--- src/rtl/stdp_update_sched.sv ---
// stdp_update_sched: STDP learning controller. Spike timers detect LTP/LTD
// pairings, queue one pending update per synapse, and a round-robin arbiter
// time-shares a single saturating add/sub across the weight register file.
module stdp_update_sched #(
  parameter int unsigned NUM_PRE = 4,
  parameter int unsigned TW      = 4,
  parameter int unsigned WW      = 4,
  parameter int unsigned WINDOW  = 8,
  parameter int unsigned W_INIT  = 8
) (
  input  logic                          clk,
  input  logic                          rst_n,
  input  logic [NUM_PRE-1:0]            pre_spike,
  input  logic                          post_spike,
  input  logic                          learn_en,
  output logic [NUM_PRE*WW-1:0]         weight,
  output logic                          update_w_flag,
  output logic [$clog2(NUM_PRE)-1:0]    upd_idx,
  output logic                          upd_ltp,
  output logic [TW-1:0]                 time_diff,
  output logic                          busy
);

  localparam int unsigned IW = $clog2(NUM_PRE);
  localparam logic [TW:0]    LP_WIN   = (TW+1)'(WINDOW);
  localparam logic [TW:0]    LP_HALF  = (TW+1)'(WINDOW / 2);
  localparam logic [WW-1:0]  LP_WINIT = WW'(W_INIT);
  localparam logic [TW-1:0]  LP_TMAX  = '1;

  typedef enum logic {ST_IDLE, ST_APPLY} state_t;

  state_t          r_state;
  logic [TW-1:0]   r_pre_t [NUM_PRE];
  logic [TW-1:0]   r_post_t;
  logic [NUM_PRE-1:0] r_pend;
  logic [NUM_PRE-1:0] r_pol;
  logic [TW-1:0]   r_dt [NUM_PRE];
  logic [IW-1:0]   r_ptr;
  logic [IW-1:0]   r_cur_idx;
  logic            r_cur_pol;
  logic [TW-1:0]   r_cur_dt;
  logic [WW-1:0]   r_w [NUM_PRE];
  logic            r_flag;
  logic [IW-1:0]   r_upd_idx;
  logic            r_upd_ltp;
  logic [TW-1:0]   r_time_diff;

  logic [NUM_PRE-1:0] w_ev;
  logic [NUM_PRE-1:0] w_ev_pol;
  logic [TW-1:0]   w_ev_dt [NUM_PRE];
  logic            w_gnt_vld;
  logic [IW-1:0]   w_gnt_idx;
  logic            w_grant;
  logic [WW-1:0]   w_cur_w;
  logic [WW:0]     w_delta;
  logic [WW:0]     w_sum;
  logic [WW:0]     w_diff;
  logic [WW-1:0]   w_new_w;

  // Spike timers: clear on own spike, otherwise saturating count
  always_ff @(posedge clk or negedge rst_n) begin
    if (!rst_n) begin
      r_post_t <= LP_TMAX;
      for (int unsigned i = 0; i < NUM_PRE; i++) r_pre_t[i] <= LP_TMAX;
    end else begin
      r_post_t <= post_spike ? '0 : ((r_post_t == LP_TMAX) ? LP_TMAX : r_post_t + 1'b1);
      for (int unsigned i = 0; i < NUM_PRE; i++)
        r_pre_t[i] <= pre_spike[i] ? '0 : ((r_pre_t[i] == LP_TMAX) ? LP_TMAX : r_pre_t[i] + 1'b1);
    end
  end

  // Pairing detection against timers registered before this edge
  always_comb begin
    w_ev     = '0;
    w_ev_pol = '0;
    for (int unsigned i = 0; i < NUM_PRE; i++) begin
      w_ev_dt[i] = '0;
      if (learn_en && post_spike && pre_spike[i]) begin
        w_ev[i]     = 1'b1;
        w_ev_pol[i] = 1'b1;
      end else if (learn_en && post_spike && ({1'b0, r_pre_t[i]} < LP_WIN)) begin
        w_ev[i]     = 1'b1;
        w_ev_pol[i] = 1'b1;
        w_ev_dt[i]  = r_pre_t[i];
      end else if (learn_en && pre_spike[i] && !post_spike && ({1'b0, r_post_t} < LP_WIN)) begin
        w_ev[i]     = 1'b1;
        w_ev_dt[i]  = r_post_t;
      end
    end
  end

  // Round-robin pick: first pending synapse at or after the pointer
  always_comb begin
    int unsigned j;
    w_gnt_vld = 1'b0;
    w_gnt_idx = '0;
    for (int unsigned k = 0; k < NUM_PRE; k++) begin
      j = (32'(r_ptr) + k) % NUM_PRE;
      if (!w_gnt_vld && r_pend[j]) begin
        w_gnt_vld = 1'b1;
        w_gnt_idx = IW'(j);
      end
    end
  end

  assign w_grant = (r_state == ST_IDLE) && learn_en && w_gnt_vld;

  // Pending queue: new events win over the grant-clear of the same synapse
  always_ff @(posedge clk or negedge rst_n) begin
    if (!rst_n) begin
      r_pend <= '0;
      r_pol  <= '0;
      for (int unsigned i = 0; i < NUM_PRE; i++) r_dt[i] <= '0;
    end else if (!learn_en) begin
      r_pend <= '0;
    end else begin
      for (int unsigned i = 0; i < NUM_PRE; i++) begin
        if (w_ev[i]) begin
          r_pend[i] <= 1'b1;
          r_pol[i]  <= w_ev_pol[i];
          r_dt[i]   <= w_ev_dt[i];
        end else if (w_grant && (w_gnt_idx == IW'(i))) begin
          r_pend[i] <= 1'b0;
        end
      end
    end
  end

  // Saturating add/sub, one bit wider than the weight so nothing wraps
  always_comb begin
    w_cur_w = r_w[r_cur_idx];
    w_delta = ({1'b0, r_cur_dt} < LP_HALF) ? (WW+1)'(2) : (WW+1)'(1);
    w_sum   = {1'b0, w_cur_w} + w_delta;
    w_diff  = {1'b0, w_cur_w} - w_delta;
    if (r_cur_pol) w_new_w = w_sum[WW]  ? '1 : w_sum[WW-1:0];
    else           w_new_w = w_diff[WW] ? '0 : w_diff[WW-1:0];
  end

  // Grant/apply FSM with the weight file and registered update reporting
  always_ff @(posedge clk or negedge rst_n) begin
    if (!rst_n) begin
      r_state     <= ST_IDLE;
      r_ptr       <= '0;
      r_cur_idx   <= '0;
      r_cur_pol   <= 1'b0;
      r_cur_dt    <= '0;
      r_flag      <= 1'b0;
      r_upd_idx   <= '0;
      r_upd_ltp   <= 1'b0;
      r_time_diff <= '0;
      for (int unsigned i = 0; i < NUM_PRE; i++) r_w[i] <= LP_WINIT;
    end else begin
      r_flag <= 1'b0;
      case (r_state)
        ST_IDLE: begin
          if (w_grant) begin
            r_cur_idx <= w_gnt_idx;
            r_cur_pol <= r_pol[w_gnt_idx];
            r_cur_dt  <= r_dt[w_gnt_idx];
            r_ptr     <= (w_gnt_idx == IW'(NUM_PRE - 1)) ? '0 : w_gnt_idx + 1'b1;
            r_state   <= ST_APPLY;
          end
        end
        ST_APPLY: begin
          r_w[r_cur_idx] <= w_new_w;
          r_upd_idx      <= r_cur_idx;
          r_upd_ltp      <= r_cur_pol;
          r_time_diff    <= r_cur_dt;
          r_flag         <= 1'b1;
          r_state        <= ST_IDLE;
        end
        default: r_state <= ST_IDLE;
      endcase
    end
  end

  // Pack weights, synapse 0 in the most significant slice
  always_comb begin
    weight = '0;
    for (int unsigned i = 0; i < NUM_PRE; i++)
      weight[(NUM_PRE-1-i)*WW +: WW] = r_w[i];
  end

  assign update_w_flag = r_flag;
  assign upd_idx       = r_upd_idx;
  assign upd_ltp       = r_upd_ltp;
  assign time_diff     = r_time_diff;
  assign busy          = (r_state == ST_APPLY) || (|r_pend);

endmodule

--- config.mk ---
export PLATFORM = sky130hd
export DESIGN_NAME = stdp_update_sched
export DESIGN_NICKNAME = d
export VERILOG_FILES = /design/src/rtl/stdp_update_sched.sv
export SDC_FILE = /design/constraint.sdc
export NUM_CORES = 1
export LEC_CHECK = 0
export ABC_AREA = 1
export CORE_MARGIN = 4
export CORE_UTILIZATION = 55
export DETAILED_ROUTE_END_ITERATION = 6
export GPL_ROUTABILITY_DRIVEN = 0
export GPL_TIMING_DRIVEN = 0
export PLACE_DENSITY = 0.78
export SLEW_MARGIN = 30
export SYNTH_ARGS = -nofsm -noshare
export SYNTH_HDL_FRONTEND = slang
export SYNTH_SLANG_ARGS = --single-unit
export TNS_END_PERCENT = 10
--- constraint.sdc ---
create_clock -name clk -period 3.8 [get_ports clk]
set_clock_uncertainty 0.1 [all_clocks]
set_input_delay 0.57 -clock clk [delete_from_list [all_inputs] [get_ports clk]]
set_output_delay 0.57 -clock clk [all_outputs]
set_load 0.1 [all_outputs]
* Word-level counts from Yosys, hierarchy flattened
Cells that the tools add are included.
** Storage, ports and cells
- Register bits :: 78
- Bits of input ports :: 8
- Output and inout bits :: 25
- Logic and storage cells :: 199
** Operators by class
- Add/sub/neg operators :: 11
- Order comparisons :: 14
- Equal/unequal tests :: 12
- Mux-type cells :: 86
- Bitwise operators :: 3
- Reductions and logical operators :: 43
** Operators with widths (count)
- $mux 4 :: 31
- $mux 1 :: 39
- $logic_and 1x1->1 :: 31
- $add 4x1->4 const B :: 5
- $eq 4x4->1 const B :: 5
- $lt 4x4->1 const B :: 5
- $bmux 4 s2 :: 2
- $bwmux 16 :: 1
- $lt 2x3->1 const B :: 5
- $mux 2 :: 6
- $ne 3x1->1 const B :: 4
- $bmux 1 s2 :: 5
- $reduce_and 2->1 :: 5
- $demux 4 s2 :: 1
- $ge 3x3->1 const B :: 2
- $not 2->3 :: 2
- $add 4x2->5 :: 1
- $sub 4x2->5 :: 1
- $add 2x1->2 const B :: 2
- $add 2x2->2 const B :: 2
- $eq 2x2->1 const B :: 2
- $logic_not 1->1 :: 4
- $lt 4x3->1 const B :: 1
- $reduce_or 4->1 :: 1
- other kinds (6) :: 6

* Logic depth before layout (Yosys ltp)
- Depth after elaboration :: 17
- Depth in mapped cells :: 17
- Depth with buffers taken out :: 15

* Worst setup path after synthesis
Ideal clock, no wire load.
- Path type :: register to register
- From :: register r_w (netlist bit weight[1])
- To :: register r_w (netlist bit weight[1])
- Setup time :: 120 ps
- Arrival :: 2465 ps
- Required time :: 3580 ps
- Slack :: 1115 ps
- Cell stages (with the launch flop) :: 9
- Buffers on the path :: 0
- Clock period less this slack :: 2685 ps
- Cells stage by stage :: dfrtp_1 -> mux2i_1 -> o21ai_0 -> fa_1 -> inv_1 -> nand2_1 -> nand2_1 -> nand3_1 -> o21a_1
** On the way
- Word-level cells in the longest chain between the ends :: 7
- Elaborated cells on any way between the ends :: 9
- Those cells by class :: add/sub (2); mux (7)
** RTL lines
- start: declaration :: RTL line 42 : logic [WW-1:0] r_w [NUM_PRE];
- start signal: indexed assignment :: RTL line 165 : r_w[r_cur_idx] <= w_new_w;
- $bmux 4 s2 :: RTL line 131 : w_cur_w = r_w[r_cur_idx];
- $mux 4 (implied by the code) (2 in a row) :: RTL line 131
- $sub 4x2->5 or $add 4x2->5 (tied branches) :: RTL line 134, 133
- $mux 4 (on tied branches) :: RTL line 136, 135
- $mux 4 :: RTL line 135 : if (r_cur_pol) w_new_w = w_sum[WW] ? '1 : w_sum[WW-1:0];
- $bwmux 16 * :: RTL line 165
Mark *: on every way between the ends. The rest lies on a longest branch, timed or not. The select of a mux whose other input is x is not followed.
A chain may end at the register's enable or synchronous reset.

* Final worst setup path
- From :: register r_state
- To :: output busy
** On the way
- Word-level cells in the longest chain between the ends :: 1
** RTL lines
- start: declaration :: RTL line 32 : state_t r_state;
- start signal: assignment :: RTL line 142 : r_state <= ST_IDLE;
- start signal: assignment :: RTL line 161 : r_state <= ST_APPLY;
- start signal: assignment :: RTL line 170 : r_state <= ST_IDLE;
- $logic_or 1x1->1 :: RTL line 188 : assign busy = (r_state == ST_APPLY) || (|r_pend);
- end: declaration :: RTL line 21 : output logic busy
No other way between the ends.

==> results.md <==
- Max Cap Violations: 0
- Critical path fanouts, max: 10
- CP max stage cell: clkdlybuf4s50_1
- CTS tree: built
- Detail Route Antenna Nets: 0
- VDD IR-drop max: 0.357 mV
- Antenna cells: 0
- Reg2Reg Launch Point: r_cur_idx[1]
- Final instance area: 4850 um^2
- Final net count: ~600
- Drt pass-1 iters: 5
- Rows: 31
- Post-CTS setup buffer count: 0
- DRC violations left: 0
- Unique cell type count in the Yosys netlist: 39
- Post-DR vias/cell: approximately 5.2
- DR WL/cell: ~13 um
- Number of buffers created by CTS: 9
- Power Total: roughly 4.5 mW
- Unrepaired setup endpoints after global routing: false
- Die ar.: 8990 um^2
- Leakage Power: approximately 2.4 nW
- Fmax: between 300 and 400 MHz
- Vias post-DR: around 3500
- Initial antenna violation count: 0
- Layout area overhead: 17.0%
- Core ar.: between 7000 and 8000 um^2
- CTS Sinks: 78
- Final Max Tran Viols: 0
- Final setup viols: 0
- CP Cell Sequence: buf_2 -> inv_1 -> clkbuf_1 -> nand2_1 -> clkdlybuf4s50_1
- Die W: between 90 and 100 um
- PostCTS Resize Cnt: 0
- Post-synthesis cell area: 4150 um^2
- Starting Density: a little under three fifths
- Synth area leader: dfrtp_1
- Critical Path Start Type: flop
- Final Cycle Share: just over 80%
- Reg2reg setup slack: roughly 1.1 ns
- Buffers on Ports: 32
- Worst-margin pin slew: 0.973 ns
- DP HPWL: ~6.6 mm
- First-pass GRT wire length: about 15 mm
- Initial DRC count: between 150 and 200
- CP Launch Point: r_state
- Yosys warns: 0
- Layout cells sized above 1: roughly 14%
- Clock Root Buffer: clkbuf_8
- Synthesized instance count: ~530
- Final hold slack: between 0.05 and 0.06 ns
- Critical path endpoint category: output port
- Worst hold path class: in -> async
- Outcome: finished clean
- Io pins: 33
- H-Tree Depth: 3
- Setup Crit Path Kind: reg -> out
- Total GRT Usage: approximately 22%
- Final hold vios: 0
- Die Y: between 90 and 100 um
- Slew headroom: 34.9%
- Syn avg cell area: slightly below 8 um^2
- Synth Net Count: between 500 and 600
- CTS Buffer Depth: 2
- Vias in the first global route: 3504
- CTS Hold Buffers Added: 0
- Worst path max stage delay: 1.13 ns
- Number of synthesized register bits: 78
- GR Overflow Total: 0
- Placed instance area: 4620 um^2
- Pwr per Cell Area: just over 900 nW/um^2
- Synth top area share: around 33%
- Critical Path RT: about 3.1 ns
- Sequential-to-total area share from yosys stat: 47.8%
- Clock transition at path regs: approximately 0.08 ns
- Largest net degree at the start of global routing: 48
- Worst-skew pair later-pin latency: about 0.35 ns
- DRT Wirelength: roughly 8.7 mm
- Worst path arrival time: 2.42 ns
- Minimum clock period: roughly 3.1 ns
- Area contributors post-synth: dfrtp_1 (33%), nand2_1 (16%), dfstp_2 (15%), inv_1 (5.3%), o21ai_0 (4.5%)
[routing by layer]
layer	vias to the layer above	global-route usage, %	share of wire, %
met5	-	0	0
met4	0	8.41	1.9
met1	1643	26.5	44
li1	1793	-	-
met2	74	37.8	49
met3	16	3.82	4.2
[cells in the final DEF (no fill, tap or decap), types with 2 or more instances in the layout]
cell             count
nand2_1            174
inv_1               59
dfrtp_1             54
nor2_1              39
o21ai_0             37
clkdlybuf4s50_1     31
dfstp_2             24
nand3_1             19
a21oi_1             16
nand4_1             13
nand2_2             12
inv_2                9
o21ai_1              9
ha_1                 9
clkbuf_8             9
a31oi_1              7
a211oi_1             6
nor3_1               6
clkbuf_1             5
buf_4                4
buf_2                3
bufinv_16            3
nor2_2               2
o21a_1               2
a22oi_1              2
inv_6                2
nand3_2              2
xor2_1               2
o211ai_1             2
fa_1                 2
[state kept, by name (all words and copies together), names as in the netlist]
signal / cells
weight: 16
r_cur_pol: 1
r_post_t: 4
upd_ltp: 1
update_w_flag: 1
r_dt: 16
r_cur_idx: 2
upd_idx: 2
r_cur_dt: 4
r_pre_t: 16
r_state: 1
r_ptr: 2
r_pol: 4
time_diff: 4
r_pend: 4
[worst max-delay path: cells and delay by family, from the launching register on]
family | cells | cell delay, ns
buffers and inverters | 4 | 1.61
flip-flops | 1 | 0.34
AND/OR/NAND/NOR | 1 | 0.11
[worst paths after layout]
check / depth (start not counted) / endpoint
worst max-delay path: 5 / busy
worst min register to register: 0 / update_w_flag
worst max register to register: 13 / weight[7]
max in group asynchronous: 2 / r_pre_t[1]
worst min-delay path: 1 / update_w_flag
min in group clk: 0 / update_w_flag
[cells in the mapped netlist, drive strengths merged]
cell type / count
nor4: 1
dfrtp: 54
inv: 69
nor3: 7
a21oi: 16
o211ai: 2
dfstp: 24
ha: 9
xor2: 2
o22ai: 1
a22oi: 2
nand4: 13
a211oi: 6
mux2i: 1
nand2: 187
a31o: 1
buf: 8
o21a: 2
a21boi: 1
clkbuf: 3
nor2: 41
a31oi: 8
nand3: 22
fa: 2
o21ai: 47
[layout make-up]
cell class / instances / area (um^2)
buffer: 11 / 75.1
clock buffer: 11 / 131
clock inverter: 5 / 106
fill: 636 / 2440
inverter: 69 / 264
multi-input combinational: 371 / 1830
sequential: 78 / 1980
tap: 99 / 124
timing repair buffer: 33 / 345
[cells by family after synthesis]
family	Yosys count	synth area share, %
flip-flops	78	47.8
buffers and inverters	80	8.17
AO/OA/AOI/OAI	86	11.8
AND/OR/NAND/NOR	271	27.9
adder cells (fa/ha/maj)	11	3.68
XOR/XNOR	2	0.422
multiplexers	1	0.241
[per-stage QoR]
| stage | utilization, % | std cells | setup WS, ns | TNS, ns |
|---|---|---|---|---|
| floorplan | - | 529 | 1.11 | 0 |
| global placement | 63.0 | 660 | -0.585 | -31.27 |
| detailed placement | 63.3 | 661 | 1.07 | 0 |
| CTS | 66.6 | 677 | 0.692 | 0 |
| global route | 66.6 | 677 | 0.571 | 0 |
| finish | 66.6 | 677 | 0.706 | 0 |
[where the power goes]
group	total [mW]	internal, mW	switching, mW	leakage, nW
clock network	0.742	0.439	0.302	0.114
logic	2.53	0.711	1.82	1.33
registers	1.18	1.04	0.140	0.927
total	4.46	2.19	2.27	2.37
Power figures use the tool's default switching activity.
==> RTL change, RTL diff (same flow settings) <==
Make the reset (`rst_n`) synchronous in 3 clocked blocks.
--- a/src/rtl/stdp_update_sched.sv
+++ b/src/rtl/stdp_update_sched.sv
@@ -58,7 +58,7 @@
   logic [WW-1:0]   w_new_w;
 
   // Spike timers: clear on own spike, otherwise saturating count
-  always_ff @(posedge clk or negedge rst_n) begin
+  always_ff @(posedge clk) begin
     if (!rst_n) begin
       r_post_t <= LP_TMAX;
       for (int unsigned i = 0; i < NUM_PRE; i++) r_pre_t[i] <= LP_TMAX;
@@ -106,7 +106,7 @@
   assign w_grant = (r_state == ST_IDLE) && learn_en && w_gnt_vld;
 
   // Pending queue: new events win over the grant-clear of the same synapse
-  always_ff @(posedge clk or negedge rst_n) begin
+  always_ff @(posedge clk) begin
     if (!rst_n) begin
       r_pend <= '0;
       r_pol  <= '0;
@@ -137,7 +137,7 @@
   end
 
   // Grant/apply FSM with the weight file and registered update reporting
-  always_ff @(posedge clk or negedge rst_n) begin
+  always_ff @(posedge clk) begin
     if (!rst_n) begin
       r_state     <= ST_IDLE;
       r_ptr       <= '0;
Behaviour: differs if rst_n is asserted again (counterexample within 4 cycles, from zero or initial values and one cycle with rst_n low); with rst_n held inactive, the same outputs for 4 cycles.
==> RTL change against the original RTL <==
Non-clock buffer count increased by 1; sequential cell count is 2 higher; worst setup slack lost 0.35 ns; routed wire length is 13% higher; design area shrank 1.6%; count of clock-buffer cells in the layout rose by 1; area after synthesis shrank 0.36%; via count up 5.8%.
Power is not compared: it rests on default switching activity, and its combinational part moved more than twofold at a synthesized area within 25%.
==> RTL change: results (changes against the original RTL) <==
\begin{tabular}{lr}
\hline
Metric & Value \\
\hline
\multicolumn{2}{l}{\textbf{Synthesis}} \\
Sequential area share after synthesis & 46.5\% (was 47.8\%) \\
Number of enable-type register cells in the synthesized netlist & 32 (was 0) \\
Cell types with the largest area share after synthesis & sky130\_fd\_sc\_hd\_\_dfxtp\_1 23\%, sky130\_fd\_sc\_hd\_\_edfxtp\_1 23\%, sky130\_fd\_sc\_hd\_\_nand2\_1 14\%, sky130\_fd\_sc\_hd\_\_inv\_1 5.2\%, sky130\_fd\_sc\_hd\_\_o21ai\_0 4.6\% (was sky130\_fd\_sc\_hd\_\_dfrtp\_1 33\%, sky130\_fd\_sc\_hd\_\_nand2\_1 16\%, sky130\_fd\_sc\_hd\_\_dfstp\_2 15\%, sky130\_fd\_sc\_hd\_\_inv\_1 5.3\%, sky130\_fd\_sc\_hd\_\_o21ai\_0 4.5\%) \\
Count of cell types in the netlist & 36 (was 39) \\
Mean instance size in the synthesized netlist & 7.83 sq um (was 7.84 sq um) \\
Fraction of registers with async set/reset & 0\% (was 100\%) \\
\multicolumn{2}{l}{\textbf{GRT}} \\
GRT Total Usage & 23.1\% (was 21.6\%) \\
Antenna violations before repair & 0 (unchanged) \\
Pin count of the biggest net entering global routing & 14 (was 48) \\
Via count of the first global-routing pass & 3514 (was 3504) \\
First-pass GRT wire length & 16100 um (was 15500 um) \\
\multicolumn{2}{l}{\textbf{Placed design}} \\
Worst setup timing slack at the placement stage & 0.770 ns (was 1.07 ns) \\
Number of port buffers & 30 (was 32) \\
DP Wirelength & 7330 um (was 6550 um) \\
Total placed cells including tap cells & 660 (was 661) \\
\multicolumn{2}{l}{\textbf{STA}} \\
Worst slew slack as a fraction of its limit & 32.1\% (was 34.9\%) \\
Hold\_ws & 0.365 ns (was 0.0525 ns) \\
\multicolumn{2}{l}{\textbf{Final layout}} \\
Layout net count & 595 (was 592) \\
Fill cell total of the finished layout & 674 (was 636) \\
\multicolumn{2}{l}{\textbf{Route}} \\
Number of violations reported at the end of detailed-routing iteration 0 & 378 (was 158) \\
Vias per cell & 5.52 (was 5.21) \\
Routed wire length per instance & 14.5 um (was 12.8 um) \\
\multicolumn{2}{l}{\textbf{Critical path}} \\
Worst-path maximum fanout & 10 (unchanged) \\
Crit. Startpoint & r\_pend[1] (was r\_state) \\
Register-to-Register Path Depth & 10 (was 13) \\
Reg2Reg Capture Point & r\_w[0][3] (was weight[7]) \\
\multicolumn{2}{l}{\textbf{Hold path}} \\
Path type of the worst min-delay path & reg2reg (was in2async) \\
\multicolumn{2}{l}{\textbf{Run status}} \\
Result of the run & finished, final reports clean (unchanged) \\
\hline
\end{tabular}
==> RTL change: changes by cell type in the layout (fill, tap and decap cells not counted), moves of 5 or more <==
cell	change
sky130_fd_sc_hd__nand3_1	+15
sky130_fd_sc_hd__a211oi_1	-5
sky130_fd_sc_hd__dfxtp_1	+48
sky130_fd_sc_hd__a21oi_1	+19
sky130_fd_sc_hd__edfxtp_1	+32
sky130_fd_sc_hd__nand2_1	-25
sky130_fd_sc_hd__clkbuf_1	+5
sky130_fd_sc_hd__dfstp_2	-24
sky130_fd_sc_hd__o21ai_1	-8
sky130_fd_sc_hd__dfrtp_1	-54
sky130_fd_sc_hd__a31oi_1	-5
==> RTL change: cell families after synthesis <==
kind of cell	share of synthesized area, %
AOI/OAI and AO/OA	11.8
xor gates and xnor gates	0.212
adders and majority gates	4.90
buffers and inverters	7.63
DFF	46.5
other	0.0907
and+or+nand+nor	28.8
==> RTL change: power groups by stage <==
stage | clock (mW) | sequential (mW) | combinational (mW)
5_1_grt | 0.705 | 0.989 | 0.500
2_1_floorplan | 0 | 1.04 | 0.299
3_5_place_dp | 0 | 1.00 | 0.443
3_3_place_gp | 0 | 0.999 | 0.428
6_report | 0.655 | 0.982 | 0.450
4_1_cts | 0.665 | 0.981 | 0.445
==> RTL change: layout make-up <==
type                       instances  area, sq um  area share [%]
sequential                        80         1920            40.3
clock inverter                     4         50.0            1.05
buffer                            15         78.8            1.65
tap                               99          124            2.59
clock buffer                      12          156            3.28
multi-input combinational        373         1910            39.9
timing repair buffer              30          300            6.29
inverter                          63          236            4.95
==> RTL change: per-layer routing <==
layer | track usage [%] | vias to the layer above | share of wire (%)
li1 | - | 1839 | -
met1 | 28.4 | 1722 | 41
met2 | 39.4 | 136 | 49
met3 | 5.26 | 33 | 7.3
met4 | 9.01 | 0 | 2.8
met5 | 0 | - | 0
